`src/rtl/seg7_scan_driver.sv`:
```
// Eight-digit multiplexed seven-segment scanner with frame-aligned double buffering.
// Define SEG7_ZERO_BLANK_EN to enable leading-zero suppression.
module seg7_scan_driver #(
    parameter int unsigned PRESCALE = 100000,
    parameter int unsigned GUARD    = 4
) (
    input  logic        clk,
    input  logic        reset,
    input  logic [31:0] data,
    input  logic [7:0]  dp_in,
    input  logic        load,
    output logic        busy,
    output logic        frame_start,
    output logic [7:0]  AN,
    output logic [6:0]  A2G,
    output logic        DP
);

    localparam int unsigned PW = (PRESCALE > 1) ? $clog2(PRESCALE) : 1;

    logic [PW-1:0] presc;
    logic [2:0]    dig;
    logic [31:0]   pend_data;
    logic [7:0]    pend_dp;
    logic [31:0]   disp_data;
    logic [7:0]    disp_dp;
    logic          slot_end;
    logic          boundary;
    logic          in_guard;
    logic [7:0]    keep;

    function automatic logic [6:0] hex7(input logic [3:0] n);
        case (n)
            4'h0: hex7 = 7'b0000001;
            4'h1: hex7 = 7'b1001111;
            4'h2: hex7 = 7'b0010010;
            4'h3: hex7 = 7'b0000110;
            4'h4: hex7 = 7'b1001100;
            4'h5: hex7 = 7'b0100100;
            4'h6: hex7 = 7'b0100000;
            4'h7: hex7 = 7'b0001111;
            4'h8: hex7 = 7'b0000000;
            4'h9: hex7 = 7'b0000100;
            4'hA: hex7 = 7'b0001000;
            4'hB: hex7 = 7'b1100000;
            4'hC: hex7 = 7'b0110001;
            4'hD: hex7 = 7'b1000010;
            4'hE: hex7 = 7'b0110000;
            default: hex7 = 7'b0111000;
        endcase
    endfunction

    assign slot_end = (presc == PW'(PRESCALE - 1));
    assign boundary = slot_end && (dig == 3'd7);
    assign in_guard = (presc < PW'(GUARD));

    always_ff @(posedge clk or negedge reset) begin
        if (!reset) begin
            presc <= '0;
            dig   <= '0;
        end else if (slot_end) begin
            presc <= '0;
            dig   <= dig + 3'd1;
        end else begin
            presc <= presc + PW'(1);
        end
    end

    // A load on the boundary itself bypasses the pending stage entirely.
    always_ff @(posedge clk or negedge reset) begin
        if (!reset) begin
            pend_data <= '0;
            pend_dp   <= '0;
            disp_data <= '0;
            disp_dp   <= '0;
            busy      <= 1'b0;
        end else if (load && boundary) begin
            disp_data <= data;
            disp_dp   <= dp_in;
            busy      <= 1'b0;
        end else if (load) begin
            pend_data <= data;
            pend_dp   <= dp_in;
            busy      <= 1'b1;
        end else if (boundary && busy) begin
            disp_data <= pend_data;
            disp_dp   <= pend_dp;
            busy      <= 1'b0;
        end
    end

`ifdef SEG7_ZERO_BLANK_EN
    // Scan from the top digit down; once anything visible is seen, every lower digit stays lit.
    always_comb begin
        logic lit;
        lit  = 1'b0;
        keep = '0;
        for (int i = 7; i >= 0; i--) begin
            lit     = lit | (disp_data[4*i +: 4] != 4'h0) | disp_dp[i] | (i == 0);
            keep[i] = lit;
        end
    end
`else
    assign keep = 8'hFF;
`endif

    always_ff @(posedge clk or negedge reset) begin
        if (!reset) begin
            AN          <= 8'hFF;
            A2G         <= 7'h7F;
            DP          <= 1'b1;
            frame_start <= 1'b0;
        end else begin
            frame_start <= (presc == '0) && (dig == 3'd0);
            if (in_guard) begin
                AN  <= 8'hFF;
                A2G <= 7'h7F;
                DP  <= 1'b1;
            end else begin
                AN  <= ~(8'b1 << dig);
                A2G <= keep[dig] ? hex7(disp_data[4*dig +: 4]) : 7'h7F;
                DP  <= ~disp_dp[dig];
            end
        end
    end

endmodule

```
`config.mk`:
```
export PLATFORM = sky130hd
export DESIGN_NAME = seg7_scan_driver
export DESIGN_NICKNAME = d
export VERILOG_FILES = /design/src/rtl/seg7_scan_driver.sv
export SDC_FILE = /design/constraint.sdc
export NUM_CORES = 1
export LEC_CHECK = 0
export CAP_MARGIN = 20
export CORE_AREA = 4 4 104 106
export DETAILED_ROUTE_END_ITERATION = 7
export DIE_AREA = 0 0 108 110
export PLACE_DENSITY = 0.78
export SYNTH_ARGS = -nofsm -noshare
export SYNTH_HDL_FRONTEND = slang
export SYNTH_SLANG_ARGS = --single-unit
```
`constraint.sdc`:
```
create_clock -name clk -period 2.7 [get_ports clk]
set_clock_uncertainty 0.1 [all_clocks]
set_input_delay 0.405 -clock clk [delete_from_list [all_inputs] [get_ports clk]]
set_output_delay 0.405 -clock clk [all_outputs]
set_load 0.02 [all_outputs]
```
==> results.txt, run 1 <==
----------------------------------------------------
[Synth]
  Count of flip-flops with a built-in enable after synthesis ... 0
  Synth async-reset ratio ... 100%
  Warnings, synthesis ... 0
  Synthesized Nets ... 524
  Register bit total from synthesis ... 118
  Sequential area share after synthesis ... 54.9%
  Mean instance size in the synthesized netlist ... 11.6 µm²
  Count of unique library cells instantiated by Yosys ... 50
  Cell Area, Synth ... 5420 µm²
  Prevailing post-synth register cell ... dfrtp_1
  Post-synthesis cell count ... 467

[GRT]
  Total gr overflow ... 0
  Combined global-route utilization of all metal layers ... 21.5%
  Pin count of the biggest net entering global routing ... 81
  Initial antenna violation count ... 0
  Via count of the first global-routing pass ... 3951
  Wire length of the first global-routing pass ... 19.6 mm

[Cells and area]
  Multi-input combinational cell area ... 2230 µm²
  Layout net count ... 588
  Relative area change from synthesis to final layout ... 24.9%
  Final antenna diode count ... 0
  Fill cell instance count of the final layout ... 696
  Sequential cell area ... 2970 µm²
  Final cell utilization of the core ... 69.2%
  Fraction of layout cells with a size suffix above 1 ... between 10% and 20%
  Post-Layout Cell Count ... 677
  Final non-filler cell area ... 6770 µm²

[STA]
  Total negative setup slack ... 0 ns
  Total count of max-transition violations in the final report ... 0
  Worst hold margin ... 0.261 ns
  Crit path time final ... 2.49 ns
  Slew of the pin with the lowest slew margin ... 0.753 ns
  Setup-violating endpoint count in the final report ... 0
  Number of hold violations in the final report ... 0
  Unrepaired setup endpoints after global routing ... no
  Worst slew margin ... 49.8%
  Portion of the clock cycle consumed by the worst path in the final layout ... 92.3%
  Achievable Freq ... ~400 MHz
  Post-route setup slack ... about 0.21 ns

[Die]
  Placement Rows ... 36
  DIE AREA ... 11900 µm²
  Top Ports ... 61
  Die extent in x ... 108 µm
  Area of the core ... roughly 9800 µm²
  Die height ... ~110 µm
  Initial cell density of the core ... 55.4%

[Worst setup path]
  Biggest fanout along the worst timing path ... 6
  Critical path class ... reg2reg
  Critical path arrival ... about 2.8 ns
  Setup slack, reg-to-reg ... 0.21 ns
  Kind of end point of the critical path ... flip-flop
  Critical Path RT ... approximately 3.0 ns
  Kind of start point of the critical path ... flip-flop

[Detailed routing]
  Met2 wire length ... 5.92 mm
  Starting DRC count in detailed routing ... 240
  Router iterations before antenna repair ... 7
  Antenna Violating Nets Remaining ... 0
  Vias per inst ... approximately 5.7
  Metal3 WL ... 647 µm
  Detailed-route DRC error count ... 0
  Overall via count from detail_route ... just under 4000
  Length of routed wiring on met1 ... 4.99 mm
  Top metal layer carrying routed signals ... met4
  Post-detailed-route wirelength per cell ... 17.4 µm
  Total detailed-routing wirelength ... 11.8 mm

[Placed design]
  Post-Place Cells ... 644
  Half-perimeter wire length after detailed placement ... 7.60 mm
  Routability congestion estimate ... 0.920
  Placed cell area ... approximately 6000 µm²
  Pre-CTS setup slack ... 0.159 ns
  Count of buffers from port buffering ... 60

[CTS]
  Deepest level of the CTS H-tree ... 4
  Maximum root-to-sink buffer count ... 2
  Clock tree from TritonCTS ... yes
  Clock-pin slew on the worst setup and hold paths ... 0.06 ns
  # clock sinks ... ~120
  Root buf cell ... clkbuf_8
  Clock latency of the later-clocked register in the worst-skew pair ... 0.52 ns
  Num CTS Buffers ... 17

[Power and ir drop]
  Maximum vdd ir drop ... roughly 0.00042 V
  Static leakage ... approximately 2.9 nW
  P per Cell Area ... 646 nW/µm²
  Post-route total power ... about 4.4 mW

[Flow run]
  Max-cap check violation count ... 0

[Status]
  Run status ... completed

[Min path]
  Class of the tightest hold or removal check ... in2async

----------------------------------------------------
-- cells in the final DEF (no fill, tap or decap), drive strengths merged, types with 10 or more instances in the layout --
cell             n
inv             10
clkdlybuf4s50   59
nor3            10
nand2           64
nand3           11
nor2            17
dfstp           16
dfrtp          102
o22ai           41
clkbuf          21
mux2            42
ha              14
buf             15
o21ai           42
-- layout make-up --
class                   count  area share, %
well taps                 133           2.46
clock inverters            11           2.20
inverters                  11          0.610
multi-input cells         308           32.9
clock buffers              21           6.78
repair buffers             75           11.1
flip-flops and latches    118           43.9
-- critical path, stage by stage, from the launching register on --
cell and delay (ns):
dfrtp_2 0.46, mux4_1 0.63, mux2i_4 0.26, inv_2 0.10, ha_1 0.25, and3_1 0.16, a2111oi_0 0.36, a31oi_1 0.07
-- Yosys cell counts, types with 2 or more instances --
master | instances | area (µm²)
mux2i_1 | 4 | 40.0
dfrtp_1 | 102 | 2550
a21oi_1 | 4 | 20.0
nor4_1 | 2 | 12.5
o22ai_1 | 41 | 257
mux2_1 | 42 | 473
clkbuf_1 | 14 | 52.6
buf_4 | 6 | 45.0
o221ai_1 | 2 | 17.5
nor2b_1 | 2 | 12.5
dfstp_2 | 16 | 420
and4_1 | 2 | 17.5
nor2_1 | 17 | 63.8
nand4b_1 | 2 | 17.5
o211ai_1 | 2 | 15.0
mux4_2 | 5 | 113
inv_1 | 8 | 30.0
xnor2_1 | 8 | 70.1
nand3_1 | 11 | 55.1
ha_1 | 14 | 175
buf_2 | 5 | 25.0
nand4_1 | 3 | 18.8
nand2_1 | 64 | 240
mux4_1 | 3 | 78.8
and2_1 | 2 | 12.5
nor3_1 | 9 | 45.0
o21ai_1 | 41 | 205
buf_6 | 5 | 56.3
inv_2 | 2 | 7.51
xor2_1 | 8 | 70.1
nand2b_1 | 2 | 12.5
-- state kept, by name (all words and copies together), names as in the netlist --
| register | cells |
|---|---|
| busy | 1 |
| frame_start | 1 |
| presc | 17 |
| DP | 1 |
| A2G | 7 |
| dig | 3 |
| pend_data | 32 |
| pend_dp | 8 |
| disp_data | 32 |
| disp_dp | 8 |
| AN | 8 |
-- final timing paths --
check,startpoint,depth (start not counted),endpoint
max,dig[0],7,A2G[3]
min,reset,2,presc[5]
max reg2reg,dig[0],7,A2G[3]
min reg2reg,disp_dp[3],2,disp_dp[3]
max in group asynchronous,reset,3,A2G[0]
min in group clk,disp_dp[3],2,disp_dp[3]
-- logic make-up after synthesis --
family | count (synthesis) | share of synthesized area, %
adder cells (fa/ha/maj) | 14 | 3.23
AND/OR/NAND/NOR | 123 | 10.6
flip-flops | 118 | 54.9
buffers and inverters | 41 | 4.06
AO/OA/AOI/OAI | 99 | 11.0
XOR/XNOR | 16 | 2.59
multiplexers | 56 | 13.7
-- per-layer routing --
metal	track usage, %	up-vias
li1	-	1809
met1	27.9	1920
met2	34.9	128
met3	5.65	23
met4	8.57	0
met5	0	-
-- report_power, final --
group          internal (mW)  switching [mW]
registers               1.83          0.0325
clock network           1.48           0.797
logic                  0.124           0.111
total                   3.43           0.941
-- what timing repair did --
item / in CTS / in global routing
buffers inserted: 0 / 0
hold endpoints to repair: 26 / 0
endpoints found under the setup margin: 0 / 1
hold buffers: 1 / 0
resized for setup: 0 / 1
(Power assumes the default switching activity.)
==> run 2, diff against run 1 <==
- CORE_AREA: 4 4 104 106 -> 4 4 112 114
- CTS_CLUSTER_SIZE: unset -> 30
- DIE_AREA: 0 0 108 110 -> 0 0 116 118
- PLACE_DENSITY: 0.78 -> 0.68
==> run 2 against run 1 <==
Net effect: register-to-register slack got worse by 0.02 ns; sequential share of layout area rose by 0.58 points; clock-buffer cell count rose by 5; worst setup slack got worse by 0.016 ns; combinational power barely moved; power fell by 7.3%; global-route usage fell by 3.7 points; first-iteration DRC count fell by 36%; final cell count rose by 1.5%; hold slack improved by 0.12 ns; non-clock buffer count did not move; clock power fell by 14%; critical path type unchanged; critical endpoint unchanged; largest cell class unchanged.
==> results.txt, run 2 (same netlist as run 1, synthesis figures left out) <==
----------------------------------------------------
[Die]
  Initial cell density of the core ... 47.4% (was 55.4%)
  Area of the core ... 11400 µm² (was 9770 µm²)
  Placement Rows ... 39 (was 36)
  Die height ... 118 µm (was 110 µm)
  Top Ports ... 61 (unchanged)
  DIE AREA ... 13700 µm² (was 11900 µm²)
  Die extent in x ... 116 µm (was 108 µm)

[STA]
  Number of hold violations in the final report ... 0 (unchanged)
  Worst hold margin ... 0.385 ns (was 0.261 ns)
  Post-route setup slack ... 0.192 ns (was 0.208 ns)
  Slew of the pin with the lowest slew margin ... 0.632 ns (was 0.753 ns)
  Portion of the clock cycle consumed by the worst path in the final layout ... 92.9% (was 92.3%)
  Total count of max-transition violations in the final report ... 0 (unchanged)
  Crit path time final ... 2.51 ns (was 2.49 ns)
  Unrepaired setup endpoints after global routing ... no (unchanged)
  Worst slew margin ... 57.9% (was 49.8%)
  Setup-violating endpoint count in the final report ... 0 (unchanged)
  Achievable Freq ... 399 MHz (was 401 MHz)
  Total negative setup slack ... 0 ns (unchanged)

[CTS]
  Num CTS Buffers ... 17 (unchanged)
  Clock tree from TritonCTS ... yes (unchanged)
  Root buf cell ... clkbuf_16 (was clkbuf_8)
  Deepest level of the CTS H-tree ... 4 (unchanged)
  Number of setup buffers added after CTS ... 0 (unchanged)
  Maximum root-to-sink buffer count ... 2 (unchanged)
  Clock-pin slew on the worst setup and hold paths ... 0.05 ns (was 0.06 ns)
  # clock sinks ... 118 (unchanged)
  Clock latency of the later-clocked register in the worst-skew pair ... 0.41 ns (was 0.52 ns)

[Cells and area]
  Most frequent cells in the layout ... 101 x dfrtp_1, 63 x nand2_1, 59 x clkdlybuf4s50_1, 42 x mux2_1 (unchanged)
  Fraction of layout cells with a size suffix above 1 ... 13.6% (was 14.5%)
  Layout net count ... 588 (unchanged)
  Final non-filler cell area ... 6680 µm² (was 6770 µm²)
  Final antenna diode count ... 0 (unchanged)
  Most common cell after layout, fill and taps aside ... dfrtp_1 (unchanged)
  Relative area change from synthesis to final layout ... 23.3% (was 24.9%)
  Top Registers ... disp_data x32, pend_data x32, presc x17 (unchanged)

[Worst setup path]
  Critical path arrival ... 2.72 ns (was 2.81 ns)
  Critical path startpoint ... dig[0] (unchanged)
  RR Endpoint ... A2G[3] (unchanged)
  Biggest fanout along the worst timing path ... 7 (was 6)
  Worst R2R Start ... dig[0] (unchanged)
  Timing endpoint of the critical path ... A2G[3] (unchanged)
  Kind of end point of the critical path ... flip-flop (unchanged)
  Kind of start point of the critical path ... flip-flop (unchanged)
  Critical path class ... reg2reg (unchanged)
  Critical Path RT ... 2.91 ns (was 3.02 ns)
  Length in cells of the worst reg-to-reg path ... 7 (unchanged)
  Setup slack, reg-to-reg ... 0.19 ns (was 0.21 ns)

[Detailed routing]
  Total detailed-routing wirelength ... 11.1 mm (was 11.8 mm)
  Vias per inst ... 5.48 (was 5.73)
  Post-detailed-route wirelength per cell ... 16.2 µm (was 17.4 µm)
  Detailed-route DRC error count ... 0 (unchanged)
  Starting DRC count in detailed routing ... 154 (was 240)
  Router iterations before antenna repair ... 4 (was 7)
  Overall via count from detail_route ... 3764 (was 3880)
  Antenna Violating Nets Remaining ... 0 (unchanged)

[Flow run]
  Max-cap check violation count ... 0 (unchanged)

[Placed design]
  Half-perimeter wire length after detailed placement ... 7.73 mm (was 7.60 mm)
  Pre-CTS setup slack ... 0.133 ns (was 0.159 ns)
  Routability congestion estimate ... 0.844 (was 0.920)
  Count of buffers from port buffering ... 60 (unchanged)
  Placed cell area ... 6150 µm² (unchanged)

[Power and ir drop]
  P per Cell Area ... 607 nW/µm² (was 646 nW/µm²)
  Static leakage ... 2.83 nW (was 2.87 nW)
  Maximum vdd ir drop ... 0.000372 V (was 0.000420 V)

[GRT]
  Combined global-route utilization of all metal layers ... 17.8% (was 21.5%)
  Total gr overflow ... 0 (unchanged)
  Pin count of the biggest net entering global routing ... 71 (was 81)
  Wire length of the first global-routing pass ... 19.2 mm (was 19.6 mm)
  Initial antenna violation count ... 0 (unchanged)
  Via count of the first global-routing pass ... 3948 (was 3951)

[Status]
  Run status ... completed (unchanged)

[Min path]
  Class of the tightest hold or removal check ... reg2reg (was in2async)

----------------------------------------------------
run 2: changes by cell type in the layout (fill, tap and decap cells not counted):
cell / change
clkinv_2: +4
clkbuf_16: +1
bufinv_16: -3
buf_12: -1
clkbuf_8: -1
clkinvlp_4: -3
clkbuf_1: +5
clkinv_4: -3
buf_4: +1
run 2: stage by stage:
step	cells	total power [mW]	utilization, %
after CTS	687	4.11	58.5
after global routing	687	4.21	58.5
after detailed placement	654	2.13	53.8
after floorplan	467	1.98	-
after global placement	654	2.12	53.8
final	687	4.06	58.5
run 2: where the power goes:
| part | leakage, nW | internal [mW] | switching (mW) |
|---|---|---|---|
| Sequential | 1.48 | 1.83 | 0.0291 |
| Combinational | 1.09 | 0.122 | 0.110 |
| Clock | 0.262 | 1.23 | 0.729 |
run 2: layout make-up:
cell class                      count  area [µm²]
Sequential cell                   118        2970
Multi-Input combinational cell    308        2230
Timing Repair Buffer               75         738
Clock buffer                       26         489
Tap cell                          143         179
Clock inverter                      6        30.0
Inverter                           11        41.3
Fill cell                         974        4740
run 2: worst max-delay path: stages (launching register included):
cell	delay, ns
dfrtp_2	0.47
mux4_1	0.62
mux2i_4	0.26
inv_2	0.10
ha_1	0.26
and3_1	0.16
a2111oi_0	0.36
a31oi_1	0.08
run 2: layer usage:
metal | vias up | track usage (%) | wire, µm
li1 | 1810 | - | -
met1 | 1839 | 24.0 | 5040
met2 | 93 | 27.0 | 5300
met3 | 22 | 5.71 | 547
met4 | 0 | 6.60 | 214
met5 | - | 0 | 0
run 2: worst min path at each step:
stage / start / to / slack (ns) / cells past startpoint
floorplan: reset / busy / 0.009 / 0
global placement: reset / pend_dp[3] / 0.35 / 1
detailed placement: reset / pend_data[0] / 0.36 / 1
CTS: disp_dp[1] / disp_dp[1] / 0.39 / 2
global route: pend_dp[0] / pend_dp[0] / 0.40 / 1
finish: disp_dp[1] / disp_dp[1] / 0.38 / 2
run 2: what timing repair did:
| action | CTS | global route |
|---|---|---|
| setup endpoints to repair | 0 | 1 |
| endpoints found under the hold margin | 43 | 0 |
| resized for setup | 0 | 1 |
| hold buffers | 1 | 0 |
